===== config.mk =====
export PLATFORM = sky130hd
export DESIGN_NAME = truth_table_sweeper
export DESIGN_NICKNAME = d
export VERILOG_FILES = /design/src/rtl/sweep_pkg.sv /design/src/rtl/settle_timer.sv /design/src/rtl/truth_table_sweeper.sv
export SDC_FILE = /design/constraint.sdc
export NUM_CORES = 1
export LEC_CHECK = 0
export ABC_AREA = 1
export BUFFER_PORTS_ARGS = -buffer_cell sky130_fd_sc_hd__buf_2
export CAP_MARGIN = 10
export CORE_MARGIN = 2
export CORE_UTILIZATION = 53
export DETAILED_ROUTE_END_ITERATION = 16
export HOLD_SLACK_MARGIN = 0.12
export PLACE_DENSITY = 0.77
export SYNTH_ARGS = -nofsm -noshare
export SYNTH_HDL_FRONTEND = slang
export SYNTH_SLANG_ARGS = --single-unit

===== constraint.sdc =====
create_clock -name clk -period 2.1 [get_ports clk]
set_input_delay 0.21 -clock clk [delete_from_list [all_inputs] [get_ports clk]]
set_output_delay 0.21 -clock clk [all_outputs]
set_load 0.01 [all_outputs]

===== src/rtl/sweep_pkg.sv =====
// Shared types and constants for the truth-table sweeper: FSM state encoding,
// the default implication/xor expected table and the slot offset helper.
package sweep_pkg;

  typedef enum logic [1:0] {
    S_IDLE   = 2'd0,
    S_DRIVE  = 2'd1,
    S_SAMPLE = 2'd2,
    S_DONE   = 2'd3
  } state_e;

  // Slot v holds {~x|y, x^y} for x_out = v, packed with slot 0 at the LSBs.
  localparam logic [7:0] EXP_TABLE_IMPL_XOR = 8'h9E;

  function automatic int slot(input int v, input int n_out);
    return v * n_out;
  endfunction

endpackage


===== src/rtl/settle_timer.sv =====
// Loadable down-counter that flags the last settle cycle of a vector; it stops
// at zero so it idles quietly between loads.
module settle_timer #(
  parameter int HOLD = 1
) (
  input  logic clk,
  input  logic rst_n,
  input  logic load,
  input  logic en,
  output logic expired
);

  localparam int CW = (HOLD < 1) ? 1 : $clog2(HOLD + 1);

  logic [CW-1:0] cnt_q, cnt_d;

  always_comb begin
    cnt_d = cnt_q;
    if (load) begin
      cnt_d = CW'(HOLD);
    end else if (en && (cnt_q != '0)) begin
      cnt_d = cnt_q - CW'(1);
    end
  end

  always_ff @(posedge clk or negedge rst_n) begin
    if (!rst_n) begin
      cnt_q <= '0;
    end else begin
      cnt_q <= cnt_d;
    end
  end

  // Reading 1 means this is the final DRIVE cycle; SAMPLE follows.
  assign expired = (cnt_q == CW'(1));

endmodule


===== src/rtl/truth_table_sweeper.sv =====
// Walks every input vector of a combinational gate block, holds each one for a
// settle window, captures the gate outputs into a packed table and counts misses.
module truth_table_sweeper
  import sweep_pkg::*;
#(
  parameter int N_IN = 2,
  parameter int N_OUT = 2,
  parameter int HOLD = 1,
  parameter logic [(2**N_IN)*N_OUT-1:0] EXP_TABLE = EXP_TABLE_IMPL_XOR
) (
  input  logic                         clk,
  input  logic                         rst_n,
  input  logic                         start,
  output logic [N_IN-1:0]              x_out,
  input  logic [N_OUT-1:0]             res_in,
  output logic                         busy,
  output logic                         done,
  output logic [(2**N_IN)*N_OUT-1:0]   table_out,
  output logic [$clog2(2**N_IN+1)-1:0] err_cnt,
  output logic                         pass
);

  localparam int NV = 2 ** N_IN;
  localparam int TW = NV * N_OUT;
  localparam int EW = $clog2(NV + 1);
  localparam logic [N_IN-1:0] LAST_V = N_IN'(NV - 1);

  state_e          state_q, state_d;
  logic [N_IN-1:0] x_q, x_d;
  logic [TW-1:0]   tbl_q, tbl_d;
  logic [EW-1:0]   err_q, err_d;
  logic            busy_q, busy_d;
  logic            done_q, done_d;
  logic            pass_q, pass_d;
  logic            tmr_load, tmr_en, tmr_expired;

  settle_timer #(.HOLD(HOLD)) u_settle_timer (
    .clk     (clk),
    .rst_n   (rst_n),
    .load    (tmr_load),
    .en      (tmr_en),
    .expired (tmr_expired)
  );

  always_comb begin
    state_d  = state_q;
    x_d      = x_q;
    tbl_d    = tbl_q;
    err_d    = err_q;
    tmr_load = 1'b0;
    tmr_en   = 1'b0;
    case (state_q)
      S_IDLE, S_DONE: begin
        if (start) begin
          tbl_d    = '0;
          err_d    = '0;
          x_d      = '0;
          tmr_load = 1'b1;
          state_d  = S_DRIVE;
        end
      end
      S_DRIVE: begin
        tmr_en = 1'b1;
        if (tmr_expired) begin
          state_d = S_SAMPLE;
        end
      end
      S_SAMPLE: begin
        tbl_d[slot(int'(x_q), N_OUT) +: N_OUT] = res_in;
        if (res_in != EXP_TABLE[slot(int'(x_q), N_OUT) +: N_OUT]) begin
          err_d = err_q + EW'(1);
        end
        // The last vector ends the sweep, so x_out never wraps.
        if (x_q == LAST_V) begin
          state_d = S_DONE;
        end else begin
          x_d      = x_q + N_IN'(1);
          tmr_load = 1'b1;
          state_d  = S_DRIVE;
        end
      end
      default: state_d = S_IDLE;
    endcase
  end

  // Status flags are registered from the next state so they line up with it.
  assign busy_d = (state_d == S_DRIVE) || (state_d == S_SAMPLE);
  assign done_d = (state_d == S_DONE);
  assign pass_d = done_d && (err_d == '0);

  always_ff @(posedge clk or negedge rst_n) begin
    if (!rst_n) begin
      state_q <= S_IDLE;
      x_q     <= '0;
      tbl_q   <= '0;
      err_q   <= '0;
      busy_q  <= 1'b0;
      done_q  <= 1'b0;
      pass_q  <= 1'b0;
    end else begin
      state_q <= state_d;
      x_q     <= x_d;
      tbl_q   <= tbl_d;
      err_q   <= err_d;
      busy_q  <= busy_d;
      done_q  <= done_d;
      pass_q  <= pass_d;
    end
  end

  assign x_out     = x_q;
  assign table_out = tbl_q;
  assign err_cnt   = err_q;
  assign busy      = busy_q;
  assign done      = done_q;
  assign pass      = pass_q;

endmodule

# After elaboration in Yosys (flattened, before gate mapping)
# Index checks and enable logic that the tools add are counted.
[word_totals] in_bits=5 out_inout_bits=16 reg_bits=19 wordCells=54
[op_classes] n_shift=3 n_eq_ne=10 n_mux=19 add_sub_neg=4 n_reduce_logical=10
[ops] operator="3-bit negator with 33-bit output" n=1
[ops] operator="2-bit by 33-bit variable shift with 8-bit output (first input constant)" n=1
[ops] operator="2-bit by 33-bit indexed part select with 8-bit output" n=1
[ops] operator="8-bit case mux with 2 select lines" n=1
[ops] operator="2-bit == test (second input constant)" n=5
[ops] operator="2-bit 2-to-1 mux" n=5
[ops] operator="8-bit bitwise mux" n=1
[ops] operator="8-bit 2-to-1 mux" n=1
[ops] operator="8-bit by 4-bit indexed part select with 2-bit output (first input constant)" n=1
[ops] operator="3-bit 2-to-1 mux" n=2
[ops] operator="2-bit case mux with 3 select lines" n=1
[ops] operator="3-bit case mux with 2 select lines" n=1
[ops] operator="1-bit 2-to-1 mux" n=5
[ops] operator="2-bit by 1-bit == test with 1-bit output (second input constant)" n=2
[ops] operator="2-bit inequality test (second input constant)" n=2
[ops] operator="2-bit case mux with 2 select lines" n=1
[ops] operator="2-bit nonzero test" n=2
[ops] operator="3-bit by 1-bit adder with 3-bit output (second input constant)" n=1
[ops] operator="3-bit logical NOT" n=1
[ops] operator="3-bit AND reduction" n=1
[ops] operator="2-bit by 1-bit adder with 2-bit output (second input constant)" n=1
[ops] operator="1-bit logical AND" n=2
[ops] operator="2-bit logical NOT" n=1
[ops] operator="2-bit inequality test" n=1
[ops] operator="other kinds (5)" n=5

# Logic depth before layout (Yosys ltp)
# Gate-level depths: netlist of the first run.
[depth] depth_word=6 depth_mapped=11 mapped_depth_nobuf=11

# By module
# From an unflattened synthesis of the first run, not the netlist that was laid out.
[unflattened] cells_unflattened=133 area_unflattened_um2=1069.8
[by_module_without_submodules] mod="truth_table_sweeper" cells_each=128 instances=1 area_each_um2=1029.7 seq_area_each_um2=450.4
[by_module_without_submodules] mod="settle_timer" cells_each=5 instances=1 area_each_um2=40.0 seq_area_each_um2=25.0

# Worst setup path before layout of the first run
# OpenSTA, ideal clock, no wires.
[synth_path] path_kind="register to register" from="reg x_q[0] (netlist: x_out[0])" to="reg pass_q (netlist: pass)" stages_incl_launch_ff=11 path_buffers=0 setup_time_ns=0.115 arrival_ns=1.500 path_slack_ns=0.484 synth_period_minus_slack_ns=1.616 required_time_ns=1.985 path_cell_list="dfrtp_1 -> inv_1 -> ha_1 -> inv_1 -> nand2_1 -> nand2_1 -> nand2_1 -> o21ai_0 -> nand2_1 -> nand2_1 -> nor2_1"
[synth_via] elab_chain_len=6 word_cells_on_any_way=10 cone_classes="3 x eq/ne; 1 x shift; 4 x mux; 2 x reduce/logical"
[synth_rtl] element="start, declared" line="truth_table_sweeper.sv:29" rtl="logic [N_IN-1:0] x_q, x_d;"
[synth_rtl] element="start signal, assigned" line="truth_table_sweeper.sv:94" rtl="x_q <= '0;"
[synth_rtl] element="start signal, assigned" line="truth_table_sweeper.sv:102" rtl="x_q <= x_d;"
[synth_rtl] element="8-bit by 4-bit indexed part select with 2-bit output" line="truth_table_sweeper.sv:70" rtl="if (res_in != EXP_TABLE[slot(int'(x_q), N_OUT) +: N_OUT]) begin"
[synth_rtl] element="2-bit inequality test" line="truth_table_sweeper.sv:70"
[synth_rtl] element="3-bit 2-to-1 mux" line="truth_table_sweeper.sv:70"
[synth_rtl] element="3-bit case mux with 2 select lines" line="truth_table_sweeper.sv:52" rtl="case (state_q)"
[synth_rtl] element="3-bit logical NOT" line="truth_table_sweeper.sv:89" rtl="assign pass_d = done_d && (err_d == '0);"
[synth_rtl] element="1-bit logical AND (*)" line="truth_table_sweeper.sv:89"
[synth_rtl] element="named net pass_d" line="truth_table_sweeper.sv:34" rtl="logic pass_q, pass_d;"
[synth_rtl] element="end signal, assigned" line="truth_table_sweeper.sv:107" rtl="pass_q <= pass_d;"
[synth_rtl] element="end, declared" line="truth_table_sweeper.sv:34"
# Mark *: on every way through the listed nets, which the timed path passes. The rest lies on a longest branch.
# A chain may end at the register's enable or synchronous reset.

# Worst setup path after layout of the first run
[layout_path] from="reg state_q[0]" to="reg pass_q (netlist: pass)"
[layout_via] elab_chain_len=5 word_cells_on_any_way=12 cone_classes="4 x eq/ne; 4 x mux; 4 x reduce/logical"
[layout_rtl] element="start, declared" line="truth_table_sweeper.sv:28" rtl="state_e state_q, state_d;"
[layout_rtl] element="start signal, assigned" line="truth_table_sweeper.sv:101" rtl="state_q <= state_d;"
[layout_rtl] element="2-bit == test / 2-bit logical NOT (equally long branches)" line="truth_table_sweeper.sv:52"
[layout_rtl] element="2-bit OR reduction" line="truth_table_sweeper.sv:52"
[layout_rtl] element="2-bit case mux with 3 select lines (*)" line="truth_table_sweeper.sv:52"
[layout_rtl] element="named net state_d[0]" line="truth_table_sweeper.sv:28"
[layout_rtl] element="2-bit == test (*)" line="truth_table_sweeper.sv:88" rtl="assign done_d = (state_d == S_DONE);"
[layout_rtl] element="named net done_d" line="truth_table_sweeper.sv:33" rtl="logic done_q, done_d;"
[layout_rtl] element="1-bit logical AND (*)" line="truth_table_sweeper.sv:89"
[layout_rtl] element="named net pass_d" line="truth_table_sweeper.sv:34"
# Marked as above.

==> flow_summary.json, run 1 <==
{
  "preCtsSetupSlack_ps": 290,
  "avgSynthCellArea_um2": 7.91,
  "wl_met1_um": 916,
  "path_class": "reg2reg",
  "dp_hpwl_um": 1480,
  "cts_num_sinks": 19,
  "synth_cells": 134,
  "grt_pass1_vias": 775,
  "outcome": "finished clean",
  "start_kind": "flip-flop",
  "slew_viol_final": 0,
  "clock_latency_ps": 290,
  "drt-initial-drc-count": 15,
  "p_leak_nw": 0.708,
  "rows": 16,
  "relSlewSlack_pct": 72.5,
  "synth_area_mm2": 0.00106,
  "path_cells": "inv_1 -> ha_2 -> inv_2 -> nand2_2 -> a21oi_1 -> o21ai_0 -> ha_1 -> nand3_1 -> nor2_1",
  "grt_max_degree": 20,
  "finalClockSkew_ps": 1.48,
  "wirelength_um": 1920,
  "fin_setup_tns_ps": 0,
  "p_per_area_mw_per_mm2": 1080,
  "pin_count": 21,
  "ir_drop_v": 0.000637,
  "ys_ff_latch": 19,
  "fin_crit_sh_pct": 81.8,
  "crit_fanout": 8,
  "critPathMaxStageDelay_ps": 390,
  "fmax_mhz": 582,
  "clkTransAtPathRegs_ps": 100,
  "first_pass_iters": 4,
  "ys_seq_area_share_pct": 44.9,
  "final_nets": 174,
  "viasPerCell": 5.00,
  "clock_path_buffers": 2,
  "rsz0062_at_grt": "false",
  "grt_pass1_wl_um": 3260,
  "fin_crit_ps": 1720,
  "portBuffers": 20,
  "setup_viol": 0,
  "grt_overflow": 0,
  "chipHeight_um": 48.7,
  "wl_met2_um": 862,
  "core_mm2": 0.00192,
  "n_antenna_cell": 0,
  "cp_slowest_cell": "dfrtp_1",
  "htreeDepth": 1,
  "syn-num-nets": 148,
  "place_congestion": 0.863,
  "hold_path.class": "in2reg",
  "routedWlPerCell_um": 10.3,
  "grt_usage_pct": 17.5,
  "worst_slack_ps": 383,
  "num_vias": 930,
  "cts_made_buffers": 3,
  "synth_cell_type_count": 14,
  "cp.required_ps": 2340,
  "dieWidth_um": 48.7,
  "areaGrowthSynthToFinish_pct": 16.4,
  "nFillCells": 181,
  "cts_tree": "built",
  "critPathArrivalTime_ps": 1950,
  "wl_met3_um": 129,
  "top_layer": "met4",
  "ant_nets": 0,
  "hold_viol_final": 0,
  "drive_gt1_share_pct": 19.5,
  "worstMarginPinSlew_ps": 412,
  "end_kind": "flip-flop",
  "drc_errors": 0,
  "die_area_mm2": 0.00237,
  "fin_util_pct": 64.2,
  "yosysWarnings": 0,
  "cts_root_buf": "clkbuf_4",
  "drv_cap": 0,
  "initial_core_util_pct": 55.1,
  "antenna_found_initial": 0
}
## kinds of logic (layout without fill, tap and decap cells)
logic type	count (synthesis)	count (layout)	share of synthesized area, %
buffers and inverters	29	54	10.3
flip-flops	19	19	44.9
AND/OR/NAND/NOR	55	55	22.8
AO/OA/AOI/OAI	22	22	11.5
adder cells (fa/ha/maj)	9	9	10.6
## where the power goes
group          internal (mW)  switching [mW]  leakage, nW
sequential             0.452          0.0424        0.255
combinational          0.226           0.434        0.436
clock                 0.0709           0.111       0.0177
## registers in the layout, indices dropped and copies added (netlist names)
register                count
err_cnt                     3
state_q                     2
x_out                       2
table_out                   8
busy                        1
done                        1
u_settle_timer.expired      1
pass                        1
## metal layers
layer | GRT usage (%) | up-vias
met1 | 24.9 | 426
met4 | 7.14 | 0
met3 | 3.40 | 2
met2 | 26.3 | 27
met5 | 0 | -
li1 | - | 475
## final timing paths
check	startpoint	to	slack [ps]	cells after the start
worst max-delay path	state_q[0]$_DFF_PN0_	pass$_DFF_PN0_	380	9
worst min-delay path	start	u_settle_timer.expired$_DFFE_PN0P_	150	3
worst max register to register	state_q[0]$_DFF_PN0_	pass$_DFF_PN0_	380	9
worst min register to register	table_out[3]$_DFFE_PN0P_	table_out[3]$_DFFE_PN0P_	510	2
max in group asynchronous	rst_n	u_settle_timer.expired$_DFFE_PN0P_	1450	2
min in group asynchronous	rst_n	table_out[5]$_DFFE_PN0P_	360	2
## final cells by class
type	instances	area [um^2]	area share [%]
multi-input combinational	86	478	38.7
sequential	19	475	38.5
inverter	29	109	8.82
tap	27	33.8	2.74
clock buffer	3	22.5	1.83
timing repair buffer	21	110	8.93
clock inverter	1	5.00	0.406
## synth_stat cells
library cell	instances	share of area, %
a21oi_1	4	1.9
a21oi_2	3	2.5
dfrtp_1	19	45
ha_1	9	11
inv_1	28	9.9
inv_2	1	0.35
nand2_1	26	9.2
nand2_2	1	0.59
nand2_4	1	1.1
nand3_1	10	4.7
nand4_1	3	1.8
nor2_1	10	3.5
nor3_1	4	1.9
o21ai_0	15	7.1
## worst max-delay path, delay by kind of cell, from the launching register on
kind | cells | cell delay [ps]
AOI/OAI and AO/OA | 2 | 270
adders and majority gates | 2 | 500
and+or+nand+nor | 3 | 290
buffers and inverters | 2 | 200
DFF | 1 | 390
## placed cells by master (no fill, tap or decap), types with 3 or more instances in the layout
cell       n
o21ai_0   15
a21oi_1    4
nor3_1     4
a21oi_2    3
nand4_1    3
dfrtp_1   19
ha_1       8
inv_1     28
nand3_1   10
nor2_1    10
clkbuf_4   3
buf_2     20
nand2_1   26
## stage by stage
step | cells | cell area [um^2] | power [mW] | hold WS (ps)
final | 186 | 1230 | 1.34 | 154
after global routing | 186 | 1230 | 1.48 | 158
after global placement | 181 | 1190 | 1.14 | 163
after floorplan | 134 | 1060 | 0.991 | -85.6
after detailed placement | 181 | 1190 | 1.16 | 169
after CTS | 186 | 1230 | 1.34 | 153
## timing repair
action,4_1_cts,5_1_grt
setup buffers,0,0
endpoints found under the hold margin,19,0
hold buffers,1,0
gates resized for setup,0,1
endpoints found under the setup margin,0,1
Note: power is estimated with default switching activity, not from simulation.
==> run 2, diff against run 1 <==
Settings changed: ABC_AREA 1 to 0.
Clock period 2.1 ns to 1.64 ns, I/O delays scaled along.
==> run 2 against run 1 <==
The flow now finishes with violations (setup timing). First-iteration DRC count is 20% higher. Clock skew is 1.2 ps higher. Maximum frequency is 1.8% higher. Largest cell class unchanged.
==> flow_summary.json, run 2 <==
{
  "grt_max_degree": 20,
  "syn-num-nets": 125,
  "fmax_mhz": 593,
  "switchingPower_mw": 0.952,
  "n_antenna_cell": 0,
  "cp.required_ps": 1830,
  "start_kind": "flip-flop",
  "clkTransAtPathRegs_ps": 110,
  "fin_crit_ps": 1690,
  "crit_fanout": 4,
  "outcome": "finished with violations",
  "slew_viol_final": 0,
  "synthArstFlopShare_pct": 100,
  "dieWidth_um": 49.5,
  "synth_cells": 111,
  "pin_count": 21,
  "dp_hpwl_um": 1840,
  "cts_tree": "built",
  "synth_top_cell_by_area": "dfrtp_1",
  "drv_cap": 0,
  "grt_pass1_wl_um": 4490,
  "cp_slowest_cell": "dfrtp_1",
  "drt-initial-drc-count": 18,
  "dp_cells": 168,
  "p_leak_nw": 0.732,
  "end_kind": "flip-flop",
  "cts_made_buffers": 3,
  "cts_root_buf": "clkbuf_4",
  "p_sw_share_pct": 39.7,
  "relSlewSlack_pct": 71.0,
  "grt_overflow": 0,
  "crit_family": "flip-flops",
  "setup_viol": 5,
  "combPwrFrac_pct": 62.3,
  "ys_seq_area_share_pct": 43.3,
  "path_cells": "buf_4 -> ha_4 -> nand2b_1 -> a2111oi_2 -> nand3b_1 -> nor4_2",
  "critPathMaxStageDelay_ps": 440,
  "critPathBufInv": 1,
  "worst_slack_ps": -47.0,
  "final_nets": 175,
  "core_mm2": 0.00196,
  "synth_cell_type_count": 33,
  "largest_reg_flops": 8,
  "cts_num_sinks": 19,
  "viasPerCell": 5.58,
  "synth_area_mm2": 0.00110,
  "clock_latency_ps": 300,
  "htreeDepth": 1,
  "synth_top_area_share_pct": 43.3,
  "num_vias": 1044,
  "yosysWarnings": 0,
  "grt_pass1_vias": 986,
  "grt_usage_pct": 23.8,
  "critPathArrivalTime_ps": 1880,
  "first_pass_iters": 4,
  "finalClockSkew_ps": 2.70,
  "internal_power_mw": 1.45,
  "rows": 16,
  "hold_path.class": "in2reg",
  "wirelength_um": 2910,
  "synthTopCellsByArea": "dfrtp_1 (43%), ha_1 (10%), o21ai_0 (5.9%), nand2_1 (5.8%), inv_1 (2.7%)",
  "synth-edff-count": 0,
  "stdcell_count": 187,
  "rsz0062_at_grt": "true",
  "ant_nets": 0,
  "preCtsSetupSlack_ps": -187,
  "die_area_mm2": 0.00245,
  "fin_setup_tns_ps": -148,
  "drc_errors": 0,
  "ys.flop_type": "dfrtp_1",
  "routedWlPerCell_um": 15.5,
  "pwr-share-seq_pct": 27.5,
  "fin_crit_sh_pct": 103,
  "yosysMostFrequentCell": "dfrtp_1",
  "final_cell_mix": "buf_4 (27), buf_2 (20), nand2_1 (16), dfrtp_1 (16), o21ai_0 (11)",
  "areaGrowthSynthToFinish_pct": 42.0,
  "ys_ff_latch": 19,
  "portBuffers": 20,
  "drive_gt1_share_pct": 48.8,
  "ir_drop_v": 0.00103,
  "chipHeight_um": 49.5,
  "synth_common_cells": "dfrtp_1 (19), nand2_1 (17), o21ai_0 (13), ha_1 (9), inv_1 (8)",
  "worstMarginPinSlew_ps": 435,
  "hold_viol_final": 0,
  "final_common_cell": "buf_4",
  "p_clk_share_pct": 10.2,
  "p_per_area_mw_per_mm2": 1540,
  "antenna_found_initial": 0,
  "avgSynthCellArea_um2": 9.90,
  "place_congestion": 0.863,
  "clock_path_buffers": 2,
  "violations": "setup timing",
  "initial_core_util_pct": 56.0,
  "path_class": "reg2reg"
}
[run 2: what timing repair did]
item,in CTS,in global routing
hold buffers,1,0
setup endpoints to repair,9,8
gates resized for setup,10,13
endpoints found under the hold margin,19,0
buffers inserted,6,8
pin swaps,4,9
cloned,0,0
[run 2: layout make-up]
class	instances	area, um^2
Multi-Input combinational cell	81	676
Sequential cell	19	479
Timing Repair Buffer	48	313
Clock buffer	4	26.3
Tap cell	27	33.8
Fill cell	114	402
Inverter	8	32.5
[run 2: power groups by stage]
| stage | clock network, mW | registers [mW] | logic, mW |
|---|---|---|---|
| after floorplan | 0 | 0.683 | 0.663 |
| after global placement | 0 | 0.645 | 0.980 |
| after detailed placement | 0 | 0.650 | 1.03 |
| after CTS | 0.249 | 0.642 | 1.27 |
| after global routing | 0.275 | 0.666 | 1.62 |
| final | 0.246 | 0.660 | 1.50 |
[run 2: per-stage QoR]
stage                     area, um^2  total power [mW]  hold WS, ps  utilization, %
after global placement          1330              1.63          116            68.0
after global routing            1560              2.56          179            79.5
after detailed placement        1330              1.68          130            68.0
final                           1560              2.40          171            79.5
after floorplan                 1130              1.35         -132               -
after CTS                       1470              2.16          161            74.7
[run 2: worst reg2reg max path, cell delays in order, from the launching register on]
cell	delay (ps)
dfrtp_1	440
buf_4	170
ha_4	170
nand2b_1	180
a2111oi_2	360
nand3b_1	200
nor4_2	60
[run 2: final timing paths]
| kind | from | end | slack (ps) | cells after the start |
|---|---|---|---|---|
| worst min-delay path | res_in[1] | table_out[1]$_DFFE_PN0P_ | 170 | 3 |
| worst max register to register | state_q[0]$_DFF_PN0_ | pass$_DFF_PN0_ | -50 | 6 |
| worst max-delay path | state_q[0]$_DFF_PN0_ | pass$_DFF_PN0_ | -50 | 6 |
| min in group asynchronous | rst_n | err_cnt[2]$_DFF_PN0_ | 330 | 2 |
| worst min register to register | table_out[7]$_DFFE_PN0P_ | table_out[7]$_DFFE_PN0P_ | 490 | 2 |
| max in group asynchronous | rst_n | x_out[1]$_DFFE_PN0P_ | 990 | 2 |
[run 2: kinds of logic (layout without fill, tap and decap cells)]
kind of cell / after synthesis / after routing / synth area share (%)
AOI/OAI and AO/OA: 26 / 26 / 16.4
xor gates and xnor gates: 2 / 2 / 2.96
adders and majority gates: 9 / 9 / 10.3
buffers and inverters: 11 / 60 / 4.90
DFF: 19 / 19 / 43.3
muxes: 2 / 2 / 2.28
and+or+nand+nor: 42 / 42 / 19.9
[run 2: per-layer routing]
metal | wire, um | up-vias | global-route usage [%]
li1 | - | 490 | -
met1 | 1260 | 518 | 29.4
met2 | 1490 | 29 | 41.3
met3 | 103 | 7 | 4.85
met4 | 51 | 0 | 7.41
met5 | 0 | - | 0
